<file path="src/rtl/riscv_pkg.sv">
// riscv_pkg: shared core widths plus the fetch-stage entry, cause and state types.
package riscv_pkg;
    localparam int XLEN     = 32;
    localparam int MEM_SIZE = 1024;

    typedef struct packed {
        logic [XLEN-1:0] pc;
        logic [XLEN-1:0] instr;
    } fetch_entry_t;

    typedef enum logic [1:0] {
        FC_NONE     = 2'd0,
        FC_MISALIGN = 2'd1,
        FC_RANGE    = 2'd2
    } fetch_cause_e;

    typedef enum logic {
        FS_RUN   = 1'b0,
        FS_FAULT = 1'b1
    } fetch_state_e;
endpackage

</file>
<file path="src/rtl/fetch_fifo.sv">
// fetch_fifo: DEPTH-entry FIFO of fetch entries with push/pop/flush and occupancy count.
module fetch_fifo
    import riscv_pkg::*;
#(
    parameter int DEPTH = 2,
    parameter int AW    = $clog2(DEPTH)
) (
    input  logic         clk,
    input  logic         rst_n,
    input  logic         i_push,
    input  logic         i_pop,
    input  logic         i_flush,
    input  fetch_entry_t i_data,
    output fetch_entry_t o_data,
    output logic         o_valid,
    output logic [AW:0]  o_count
);
    fetch_entry_t r_mem [DEPTH];
    logic [AW-1:0] r_rd;
    logic [AW-1:0] r_wr;
    logic [AW:0]   r_cnt;

    always_ff @(posedge clk or negedge rst_n) begin
        if (!rst_n) begin
            r_rd  <= '0;
            r_wr  <= '0;
            r_cnt <= '0;
        end else if (i_flush) begin
            r_rd  <= '0;
            r_wr  <= '0;
            r_cnt <= '0;
        end else begin
            if (i_push) r_wr <= r_wr + AW'(1);
            if (i_pop)  r_rd <= r_rd + AW'(1);
            r_cnt <= r_cnt + (AW+1)'(i_push) - (AW+1)'(i_pop);
        end
    end

    // Storage needs no reset: the head is masked to zero whenever the FIFO is empty.
    always_ff @(posedge clk) begin
        if (i_push && !i_flush) r_mem[r_wr] <= i_data;
    end

    assign o_valid = r_cnt != '0;
    assign o_data  = o_valid ? r_mem[r_rd] : '0;
    assign o_count = r_cnt;
endmodule

</file>
<file path="src/rtl/fetch_unit.sv">
// fetch_unit: PC register, imem fetch into a small FIFO, redirect handling and
// a sticky fault on misaligned or out-of-range PCs.
module fetch_unit
    import riscv_pkg::*;
#(
    parameter logic [XLEN-1:0] RESET_VECTOR = '0,
    parameter int              DEPTH        = 2,
    parameter int              MEM_SIZE     = riscv_pkg::MEM_SIZE
) (
    input  logic            clk,
    input  logic            rst_n,
    output logic [XLEN-1:0] imem_addr_o,
    input  logic [XLEN-1:0] imem_instr_i,
    input  logic            redirect_i,
    input  logic [XLEN-1:0] redirect_pc_i,
    output logic            if_valid_o,
    input  logic            if_ready_i,
    output logic [XLEN-1:0] if_pc_o,
    output logic [XLEN-1:0] if_instr_o,
    output logic            fault_o,
    output logic [1:0]      fault_cause_o
);
    localparam int              CW       = $clog2(DEPTH) + 1;
    localparam logic [XLEN-1:0] PC_LIMIT = XLEN'(MEM_SIZE * 4);

    fetch_state_e    r_state;
    fetch_cause_e    r_cause;
    logic [XLEN-1:0] r_pc;
    logic            w_run;
    logic            w_misalign;
    logic            w_range;
    logic            w_pop;
    logic            w_push;
    logic [CW-1:0]   w_count;
    fetch_entry_t    w_head;

    assign w_run      = r_state == FS_RUN;
    assign w_misalign = r_pc[1:0] != 2'b00;
    assign w_range    = r_pc >= PC_LIMIT;
    assign w_pop      = if_valid_o & if_ready_i & ~redirect_i;
    assign w_push     = w_run & ~redirect_i & ~w_misalign & ~w_range
                        & ((w_count < CW'(DEPTH)) | w_pop);

    always_ff @(posedge clk or negedge rst_n) begin
        if (!rst_n) begin
            r_state <= FS_RUN;
            r_cause <= FC_NONE;
            r_pc    <= RESET_VECTOR;
        end else if (w_run) begin
            if (redirect_i) begin
                r_pc <= redirect_pc_i;
            end else if (w_misalign) begin
                r_state <= FS_FAULT;
                r_cause <= FC_MISALIGN;
            end else if (w_range) begin
                r_state <= FS_FAULT;
                r_cause <= FC_RANGE;
            end else if (w_push) begin
                r_pc <= r_pc + XLEN'(4);
            end
        end
    end

    fetch_fifo #(.DEPTH(DEPTH)) u_fifo (
        .clk     (clk),
        .rst_n   (rst_n),
        .i_push  (w_push),
        .i_pop   (w_pop),
        .i_flush (w_run & redirect_i),
        .i_data  ('{pc: r_pc, instr: imem_instr_i}),
        .o_data  (w_head),
        .o_valid (if_valid_o),
        .o_count (w_count)
    );

    assign imem_addr_o   = r_pc;
    assign if_pc_o       = w_head.pc;
    assign if_instr_o    = w_head.instr;
    assign fault_o       = r_state == FS_FAULT;
    assign fault_cause_o = r_cause;
endmodule

</file>
<file path="config.mk">
export PLATFORM = sky130hd
export DESIGN_NAME = fetch_unit
export DESIGN_NICKNAME = d
export VERILOG_FILES = /design/src/rtl/riscv_pkg.sv /design/src/rtl/fetch_fifo.sv /design/src/rtl/fetch_unit.sv
export SDC_FILE = /design/constraint.sdc
export NUM_CORES = 1
export LEC_CHECK = 0
export CORE_MARGIN = 4
export CORE_UTILIZATION = 53
export CTS_CLUSTER_SIZE = 8
export DETAILED_ROUTE_END_ITERATION = 6
export GPL_TIMING_DRIVEN = 0
export MAX_ROUTING_LAYER = met4
export PLACE_DENSITY = 0.9
export RECOVER_POWER = 50
export SLEW_MARGIN = 20
export SYNTH_ARGS = -nofsm -noshare
export SYNTH_HDL_FRONTEND = slang
export SYNTH_SLANG_ARGS = --single-unit
export TNS_END_PERCENT = 30
</file>
<file path="constraint.sdc">
create_clock -name clk -period 9.05 [get_ports clk]
set_input_delay 1.81 -clock clk [delete_from_list [all_inputs] [get_ports clk]]
set_output_delay 1.81 -clock clk [all_outputs]
set_load 0.005 [all_outputs]
</file>
==> flow_summary.json, run 1 <==
{
  "worst_pin_slew_ns": 1.73,
  "hold_class": "register to register",
  "synthCells": 481,
  "core_area_um2": 12200,
  "cts_buffers": 17,
  "syn_nets": 553,
  "post_cts_buffers": 0,
  "async_reset_ff_share_pct": 23.4,
  "antenna_found_initial": 0,
  "synth_edf_count": 128,
  "intPower_mw": 1.32,
  "synth_largest_area_cell": "edfxtp_1",
  "synth-seq-area-share_pct": 71.6,
  "ys_seq_elements": 167,
  "port_buffers": 167,
  "place_area_um2": 8720,
  "vias": 4593,
  "relSlewSlack_pct": -15.4,
  "antenna_left": 0,
  "fin_crit_ns": 4.48,
  "synth_ff_type": "edfxtp_1",
  "drv_cap": 1,
  "clockBufferDepth": 2,
  "holdWs_ns": 0.488,
  "cts.sinks": 167,
  "tns_ns": 0,
  "wl_per_cell_um": 19.0,
  "dp_cells": 820,
  "synth_cell_types": 33,
  "grt_overflow": 0,
  "ios": 168,
  "gp_congestion": 0.881,
  "die-width_um": 121,
  "crit_required_ns": 9.13,
  "wl_mm": 16.2,
  "drc": 0,
  "post_cts_resized": 0,
  "routed_via_density": 5.39,
  "fp.dieH_um": 121,
  "avgSynthCellArea_um2": 14.0,
  "path_class": "primary input to register",
  "cp-end-kind": "register",
  "tritoncts": "done",
  "ir_worst_vdd_v": 0.000130,
  "layout.cells.non_filler": 852,
  "post-dp-hpwl_mm": 11.5,
  "power.share.switching_pct": 18.8,
  "cp.arrival_ns": 4.56,
  "finalSetupViolCount": 0,
  "grt_max_degree": 55,
  "die-area_um2": 14600,
  "finalHoldViolCount": 0,
  "p_total_mw": 1.63,
  "fin_skew_ns": 0.00844,
  "diodes": 0,
  "grt_pass1_vias": 4724,
  "power_density_nw_per_um2": 175,
  "critical_path_peak_fanout": 54,
  "root_buffer": "clkbuf_16",
  "seqPwrFrac_pct": 51.3,
  "rsz0062_at_grt": "no",
  "htree_levels": 4,
  "outcome": "complete, but fails checks",
  "synth_top_area_share_pct": 57.1,
  "synth_area_leaders": "edfxtp_1 57%, dfrtp_1 14%, mux2i_1 10%",
  "power.switching_mw": 0.307,
  "drt-initial-drc-count": 369,
  "drive_above_1_share_pct": 6.73,
  "synth_area_um2": 6740,
  "combPwrFrac_pct": 3.2,
  "fin_area_um2": 9290,
  "initial_utilization_pct": 55.2,
  "grt_pass1_wl_mm": 24.8,
  "pwr-share-clk_pct": 45.5,
  "drv_slew": 32,
  "rows": 40,
  "fin_crit_sh_pct": 49.5,
  "clkTransAtPathRegs_ns": 0.06,
  "yosysWarnings": 0,
  "nets": 743,
  "clock_latency_ns": 0.41,
  "violations": "max-capacitance violations, max-slew violations",
  "drtPass1Iterations": 5,
  "area_growth_pct": 38.0,
  "cp-start-kind": "primary input",
  "fillerInstances": 780,
  "p_leak_nw": 3.34,
  "cts_hold_buf": 0,
  "fmax_mhz": 223,
  "grtUsageTotal_pct": 23.0
}
-- placed cells by master, fill, tap and decap left out, drive strengths merged, types with 8 or more instances in the layout --
| cell | netlist | final |
|---|---|---|
| nor4 | 8 | 8 |
| nor2 | 79 | 79 |
| clkdlybuf4s50 | 0 | 105 |
| buf | 8 | 11 |
| mux2i | 68 | 68 |
| dlygate4sd3 | 0 | 61 |
| a21oi | 12 | 12 |
| nand2 | 65 | 65 |
| edfxtp | 128 | 128 |
| clkbuf | 14 | 39 |
| dfrtp | 39 | 39 |
| inv | 10 | 13 |
-- per-layer routing --
metal  vias to the layer above  wire length, um  track usage (%)
met3                        31             1030             5.80
met5                         -                0                -
met1                      2230             6570             28.4
met2                       230             8270             38.3
li1                       2102                -                -
met4                         0              330             6.37
-- flip-flops by register name (all words and copies together) (netlist names) --
signal,cells
u_fifo.r_rd,1
fault_o,1
imem_addr_o,32
u_fifo.r_mem,128
u_fifo.r_wr,1
fault_cause_o,2
u_fifo.o_count,2
-- path summary, 6_finish.rpt --
kind | startpoint | endpoint | slack (ns) | depth (start not counted)
worst min-delay path | fault_cause_o[0] | fault_cause_o[0] | 0.49 | 2
max in group asynchronous | rst_n | imem_addr_o[24] | 5.68 | 2
worst max-delay path | redirect_i | u_fifo.r_mem[1][56] | 4.57 | 6
min in group asynchronous | rst_n | imem_addr_o[3] | 1.36 | 1
worst max register to register | imem_addr_o[19] | u_fifo.r_mem[1][56] | 5.82 | 5
worst min register to register | fault_cause_o[0] | fault_cause_o[0] | 0.49 | 2
-- cell usage after synthesis (5+ instances only) --
| master | n |
|---|---|
| edfxtp_1 | 128 |
| nor2_1 | 78 |
| mux2i_1 | 68 |
| nand2_1 | 65 |
| dfrtp_1 | 39 |
| clkbuf_1 | 14 |
| a21oi_1 | 12 |
| inv_1 | 10 |
| o22ai_1 | 7 |
| xnor2_1 | 6 |
| buf_2 | 5 |
| nand3_1 | 5 |
| o21ai_0 | 5 |
-- cell type report --
| class | count | area (um^2) | area share [%] |
|---|---|---|---|
| Clock inverter | 9 | 139 | 1.49 |
| Timing Repair Buffer | 171 | 1740 | 18.8 |
| Tap cell | 168 | 210 | 2.26 |
| Multi-Input combinational cell | 282 | 1770 | 19.1 |
| Sequential cell | 167 | 4820 | 51.9 |
| Inverter | 10 | 37.5 | 0.404 |
| Clock buffer | 23 | 479 | 5.16 |
| Buffer | 22 | 88.8 | 0.956 |
-- worst max-delay path: stages --
cell and delay (ns):
dlygate4sd3_1 0.58, nor2_1 0.18, nand4_1 0.27, nor2_1 0.51, and2_0 0.80, buf_16 0.34
-- power by group through the flow --
stage               registers (mW)  clock network (mW)  logic (mW)
finish                       0.836               0.741      0.0521
global route                 0.836               0.782      0.0555
CTS                          0.836               0.747      0.0581
detailed placement           0.852                   0      0.0576
global placement             0.851                   0      0.0539
floorplan                    0.851                   0     0.00869
-- logic make-up (layout without fill, tap and decap cells) --
group	Yosys count	count (layout)	share of synthesized area [%]
simple gates	171	171	12.0
flops	167	167	71.6
xor+xnor	7	7	0.910
mux	69	69	10.3
buf+inv	32	235	1.88
fa+ha+maj	4	4	0.743
compound gates	31	31	2.62
-- per-stage QoR --
| stage | utilization (%) | setup WS, ns |
|---|---|---|
| 2_1_floorplan | - | 3.37 |
| 3_3_place_gp | 70.6 | 1.37 |
| 3_5_place_dp | 71.4 | 4.74 |
| 4_1_cts | 76.4 | 4.63 |
| 5_1_grt | 76.1 | 4.45 |
| 6_report | 76.1 | 4.57 |
Power figures use the tool's default switching activity.
==> run 2, diff against run 1 <==
--- a/config.mk
+++ b/config.mk
@@ -6,12 +6,12 @@
 export NUM_CORES = 1
 export LEC_CHECK = 0
 export CORE_MARGIN = 4
-export CORE_UTILIZATION = 53
+export CORE_UTILIZATION = 44
 export CTS_CLUSTER_SIZE = 8
 export DETAILED_ROUTE_END_ITERATION = 6
 export GPL_TIMING_DRIVEN = 0
 export MAX_ROUTING_LAYER = met4
-export PLACE_DENSITY = 0.9
+export PLACE_DENSITY = 0.81
 export RECOVER_POWER = 50
 export SLEW_MARGIN = 20
 export SYNTH_ARGS = -nofsm -noshare
==> constraint.sdc (replaced) <==
create_clock -name clk -period 3.99 [get_ports clk]
set_input_delay 0.798 -clock clk [delete_from_list [all_inputs] [get_ports clk]]
set_output_delay 0.798 -clock clk [all_outputs]
set_load 0.005 [all_outputs]
==> flow_summary.json, run 2 (synthesis results as in run 1) <==
{
  "outcome": "complete, no violations",
  "relSlewSlack_pct": 19.6,
  "fillerInstances": 1115,
  "cp-end-kind": "output port",
  "clock_latency_ns": 0.42,
  "drive_above_1_share_pct": 6.73,
  "drt-initial-drc-count": 198,
  "nets": 743,
  "fin_area_um2": 9220,
  "grt_overflow": 0,
  "intPower_mw": 2.87,
  "crit_path_max_incr_delay_ns": 0.53,
  "crit_required_ns": 3.19,
  "core_area_um2": 14800,
  "die-width_um": 132,
  "crit_family": "buffers and inverters",
  "critPathBufInv": 3,
  "hold_class": "register to register",
  "htree_levels": 4,
  "antenna_found_initial": 0,
  "fin_crit_sh_pct": 86.3,
  "power_density_nw_per_um2": 390,
  "layout_common_cells": "128 x edfxtp_1, 100 x clkdlybuf4s50_1, 78 x nor2_1",
  "post_cts_buffers": 0,
  "power.share.switching_pct": 20.1,
  "rr_endpoint": "u_fifo.o_count[1]",
  "whs_endpoint": "fault_cause_o[0]",
  "fmax_mhz": 290,
  "drtPass1Iterations": 5,
  "reg2reg_depth": 10,
  "cts.sinks": 167,
  "path_cells": "nor2_1, clkbuf_1, clkbuf_1, nor2_1, clkdlybuf4s50_1",
  "p_leak_nw": 3.32,
  "r2r_start": "imem_addr_o[25]",
  "post_cts_resized": 0,
  "antenna_left": 0,
  "wl_mm": 15.7,
  "initial_utilization_pct": 45.6,
  "finalHoldViolCount": 0,
  "worst_pin_slew_ns": 1.21,
  "dp_cells": 836,
  "fin_skew_ns": 0.00664,
  "tns_ns": 0,
  "root_buffer": "clkbuf_16",
  "critical_path_peak_fanout": 10,
  "cp-start-kind": "register",
  "clkTransAtPathRegs_ns": 0.06,
  "drv_slew": 0,
  "top_register": "u_fifo.r_mem",
  "tritoncts": "done",
  "layout.cells.non_filler": 868,
  "slowest_stage": "clkbuf_1",
  "rows": 44,
  "wl_per_cell_um": 18.1,
  "cp.arrival_ns": 2.64,
  "seqPwrFrac_pct": 52.7,
  "cts_hold_buf": 0,
  "path_class": "register to output port",
  "post-dp-hpwl_mm": 11.1,
  "grt_pass1_wl_mm": 24.8,
  "finalSetupViolCount": 0,
  "grt_pass1_vias": 4517,
  "power.switching_mw": 0.724,
  "multi_input_area_um2": 1740,
  "fin_crit_ns": 3.44,
  "area_growth_pct": 36.9,
  "grtUsageTotal_pct": 19.0,
  "ios": 168,
  "drc": 0,
  "fp.dieH_um": 132,
  "cts_buffers": 17,
  "ir_worst_vdd_v": 0.000269,
  "diodes": 0,
  "holdWs_ns": 0.470,
  "place_area_um2": 8730,
  "port_buffers": 167,
  "gp_congestion": 0.883,
  "combPwrFrac_pct": 3.1,
  "largest_reg_flops": 128,
  "die-area_um2": 17400,
  "regToRegSetupSlack_ns": 0.77,
  "vias": 4454,
  "hold_depth": 2,
  "rsz0062_at_grt": "no",
  "final_common_cell": "edfxtp_1",
  "hold_start": "fault_cause_o[0]",
  "grt_max_degree": 37,
  "routed_via_density": 5.13,
  "pwr-share-clk_pct": 44.2,
  "clockBufferDepth": 2,
  "drv_cap": 0,
  "seq_area_um2": 4820
}
[run 2: final cells by class]
cell class	instances	area share, %
flip-flops and latches	167	52.3
multi-input cells	282	18.9
repair buffers	171	18.8
clock buffers	18	4.65
well taps	184	2.50
clock inverters	14	1.60
plain buffers	22	0.963
inverters	10	0.407
[run 2: power by group through the flow]
stage,logic [mW],clock network (mW),registers [mW]
3_5_place_dp,0.129,0,1.93
4_1_cts,0.131,1.62,1.90
2_1_floorplan,0.0197,0,1.93
6_report,0.112,1.59,1.89
3_3_place_gp,0.122,0,1.93
5_1_grt,0.122,1.70,1.90
[run 2: per-stage QoR]
stage          power [mW]  worst slack, ns  util (%)
3_3_place_gp         2.05            -1.13      58.6
3_5_place_dp         2.06            0.726      59.2
6_report             3.60            0.548      62.5
5_1_grt              3.72            0.384      62.5
2_1_floorplan        1.95            0.395         -
4_1_cts              3.65            0.456      63.1
[run 2: worst max path at each step]
stage	from	to	slack, ns	depth (start not counted)
2_1_floorplan	redirect_i	u_fifo.r_mem[0][0]	0.40	5
3_3_place_gp	redirect_i	u_fifo.r_mem[0][5]	-1.13	6
3_5_place_dp	redirect_i	u_fifo.o_count[1]	0.73	11
4_1_cts	u_fifo.o_count[1]	if_pc_o[27]	0.46	5
5_1_grt	u_fifo.o_count[1]	if_pc_o[24]	0.38	5
6_report	u_fifo.o_count[1]	if_pc_o[27]	0.55	5
[run 2: worst register-to-register path, delay by kind of cell, from the launching register on]
kind | cells | cell delay (ns)
adders and majority gates | 2 | 0.50
and+or+nand+nor | 4 | 1.62
xor gates and xnor gates | 2 | 0.30
DFF | 1 | 0.43
buffers and inverters | 2 | 0.23
[run 2: per-layer routing]
| metal | track usage [%] | up-vias | routed length [um] | share of wire (%) |
|---|---|---|---|---|
| met3 | 5.47 | 29 | 967 | 6.2 |
| met4 | 5.54 | 0 | 266 | 1.7 |
| met1 | 23.9 | 2135 | 6770 | 43 |
| li1 | - | 2108 | - | - |
| met2 | 30.4 | 182 | 7710 | 49 |
| met5 | - | - | 0 | 0 |
==> run 3, diff against run 2 <==
--- a/config.mk
+++ b/config.mk
@@ -6,13 +6,15 @@
 export NUM_CORES = 1
 export LEC_CHECK = 0
 export CORE_MARGIN = 4
-export CORE_UTILIZATION = 44
+export CORE_UTILIZATION = 55
+export CTS_BUF_LIST = sky130_fd_sc_hd__clkbuf_2
 export CTS_CLUSTER_SIZE = 8
 export DETAILED_ROUTE_END_ITERATION = 6
 export GPL_TIMING_DRIVEN = 0
 export MAX_ROUTING_LAYER = met4
-export PLACE_DENSITY = 0.81
+export PLACE_DENSITY = 0.93
 export RECOVER_POWER = 50
+export REMOVE_ABC_BUFFERS = 1
 export SLEW_MARGIN = 20
 export SYNTH_ARGS = -nofsm -noshare
 export SYNTH_HDL_FRONTEND = slang
==> constraint.sdc (replaced) <==
create_clock -name clk -period 4.1 [get_ports clk]
set_input_delay 0.82 -clock clk [delete_from_list [all_inputs] [get_ports clk]]
set_output_delay 0.82 -clock clk [all_outputs]
set_load 0.005 [all_outputs]
==> flow_summary.json, run 3 (synthesis results as in run 1) <==
{
  "fillerInstances": 811,
  "diodes": 0,
  "grt_pass1_vias": 4765,
  "finalSetupViolCount": 0,
  "ios": 168,
  "vias": 4420,
  "finalHoldViolCount": 0,
  "die-width_um": 119,
  "multi_input_area_um2": 1780,
  "fp.dieH_um": 119,
  "post_cts_resized": 0,
  "cts.sinks": 167,
  "hold_class": "register to register",
  "root_buffer": "clkbuf_2",
  "area_growth_pct": 32.0,
  "drt-initial-drc-count": 282,
  "path_class": "register to register",
  "top_register": "u_fifo.r_mem",
  "grtUsageTotal_pct": 22.5,
  "rows": 40,
  "antenna_found_initial": 0,
  "drtPass1Iterations": 4,
  "tns_ns": 0,
  "dp_cells": 781,
  "post-dp-hpwl_mm": 10.6,
  "worst_pin_slew_ns": 1.35,
  "drv_slew": 0,
  "relSlewSlack_pct": 9.80,
  "cts_buffers": 17,
  "fmax_mhz": 278,
  "wl_mm": 15.1,
  "p_leak_nw": 3.14,
  "seq_area_um2": 4820,
  "nets": 726,
  "clock_latency_ns": 0.67,
  "crit_required_ns": 4.46,
  "ir_worst_vdd_v": 0.000148,
  "drc": 0,
  "cp-end-kind": "register",
  "cp.arrival_ns": 3.96,
  "final_common_cell": "clkdlybuf4s50_1",
  "fin_skew_ns": 0.0334,
  "rsz0062_at_grt": "no",
  "antenna_left": 0,
  "drv_cap": 0,
  "port_buffers": 167,
  "clkTransAtPathRegs_ns": 0.22,
  "layout.cells.non_filler": 814,
  "critical_path_peak_fanout": 50,
  "tritoncts": "done",
  "htree_levels": 4,
  "fin_crit_sh_pct": 87.7,
  "initial_utilization_pct": 56.1,
  "wl_per_cell_um": 18.5,
  "die-area_um2": 14100,
  "fin_crit_ns": 3.60,
  "drive_above_1_share_pct": 7.20,
  "core_area_um2": 12000,
  "power_density_nw_per_um2": 310,
  "clockBufferDepth": 2,
  "largest_reg_flops": 128,
  "grt_max_degree": 51,
  "cp-start-kind": "register",
  "grt_pass1_wl_mm": 24.1,
  "grt_overflow": 0,
  "layout_common_cells": "131 x clkdlybuf4s50_1, 128 x edfxtp_1, 76 x nor2_1",
  "routed_via_density": 5.43,
  "outcome": "complete, no violations",
  "gp_congestion": 0.840
}
## run 3: area by class of cell
type	count	area share [%]
Sequential cell	167	54.3
Timing Repair Buffer	176	20.8
Multi-Input combinational cell	282	20.0
Tap cell	147	2.07
Clock inverter	14	1.42
Clock buffer	18	1.01
Inverter	10	0.422
## run 3: where the power goes
| part | internal (mW) | switching (mW) |
|---|---|---|
| combinational | 0.0745 | 0.0405 |
| sequential | 1.83 | 0.0173 |
| clock | 0.226 | 0.571 |
## run 3: routing by layer
layer / GRT usage [%] / up-vias / share of wire, %
met5: - / - / 0
met4: 6.59 / 0 / 1.4
met3: 4.31 / 20 / 4.9
met2: 39.7 / 148 / 53
met1: 26.4 / 2184 / 41
li1: - / 2068 / -
## run 3: critical path: stages (launching register included)
cell     delay (ns)
dfrtp_1        0.51
nor4_1         0.61
nand4_2        0.27
nor2_1         0.49
and2_0         1.05
buf_16         0.35
## run 3: worst paths after layout
path	startpoint	end	slack, ns	cells after the start
setup reg to reg	imem_addr_o[18]	u_fifo.r_mem[1][41]	0.50	5
setup / recovery	imem_addr_o[18]	u_fifo.r_mem[1][41]	0.50	5
hold / removal	fault_cause_o[0]	fault_cause_o[0]	0.53	2
max in group asynchronous	rst_n	u_fifo.r_rd	1.45	3
min in group asynchronous	rst_n	imem_addr_o[1]	0.76	2
hold reg to reg	fault_cause_o[0]	fault_cause_o[0]	0.53	2
## run 3: through the flow
step	instance area [um^2]	hold slack (ns)	setup slack [ns]	utilization, %	total power, mW
2_1_floorplan	6650	0.473	-0.585	-	1.90
3_3_place_gp	8500	0.497	-2.90	70.8	2.00
3_5_place_dp	8720	0.495	0.394	72.6	2.01
4_1_cts	8950	0.506	0.526	74.5	2.79
5_1_grt	8890	0.534	0.247	74.0	2.87
6_report	8890	0.534	0.504	74.0	2.76
## run 3: repair_timing
| item | 4_1_cts | 5_1_grt |
|---|---|---|
| buffers inserted | 0 | 0 |
| hold endpoints to repair | 4 | 0 |
| hold buffers | 1 | 0 |
| endpoints found under the setup margin | 0 | 0 |
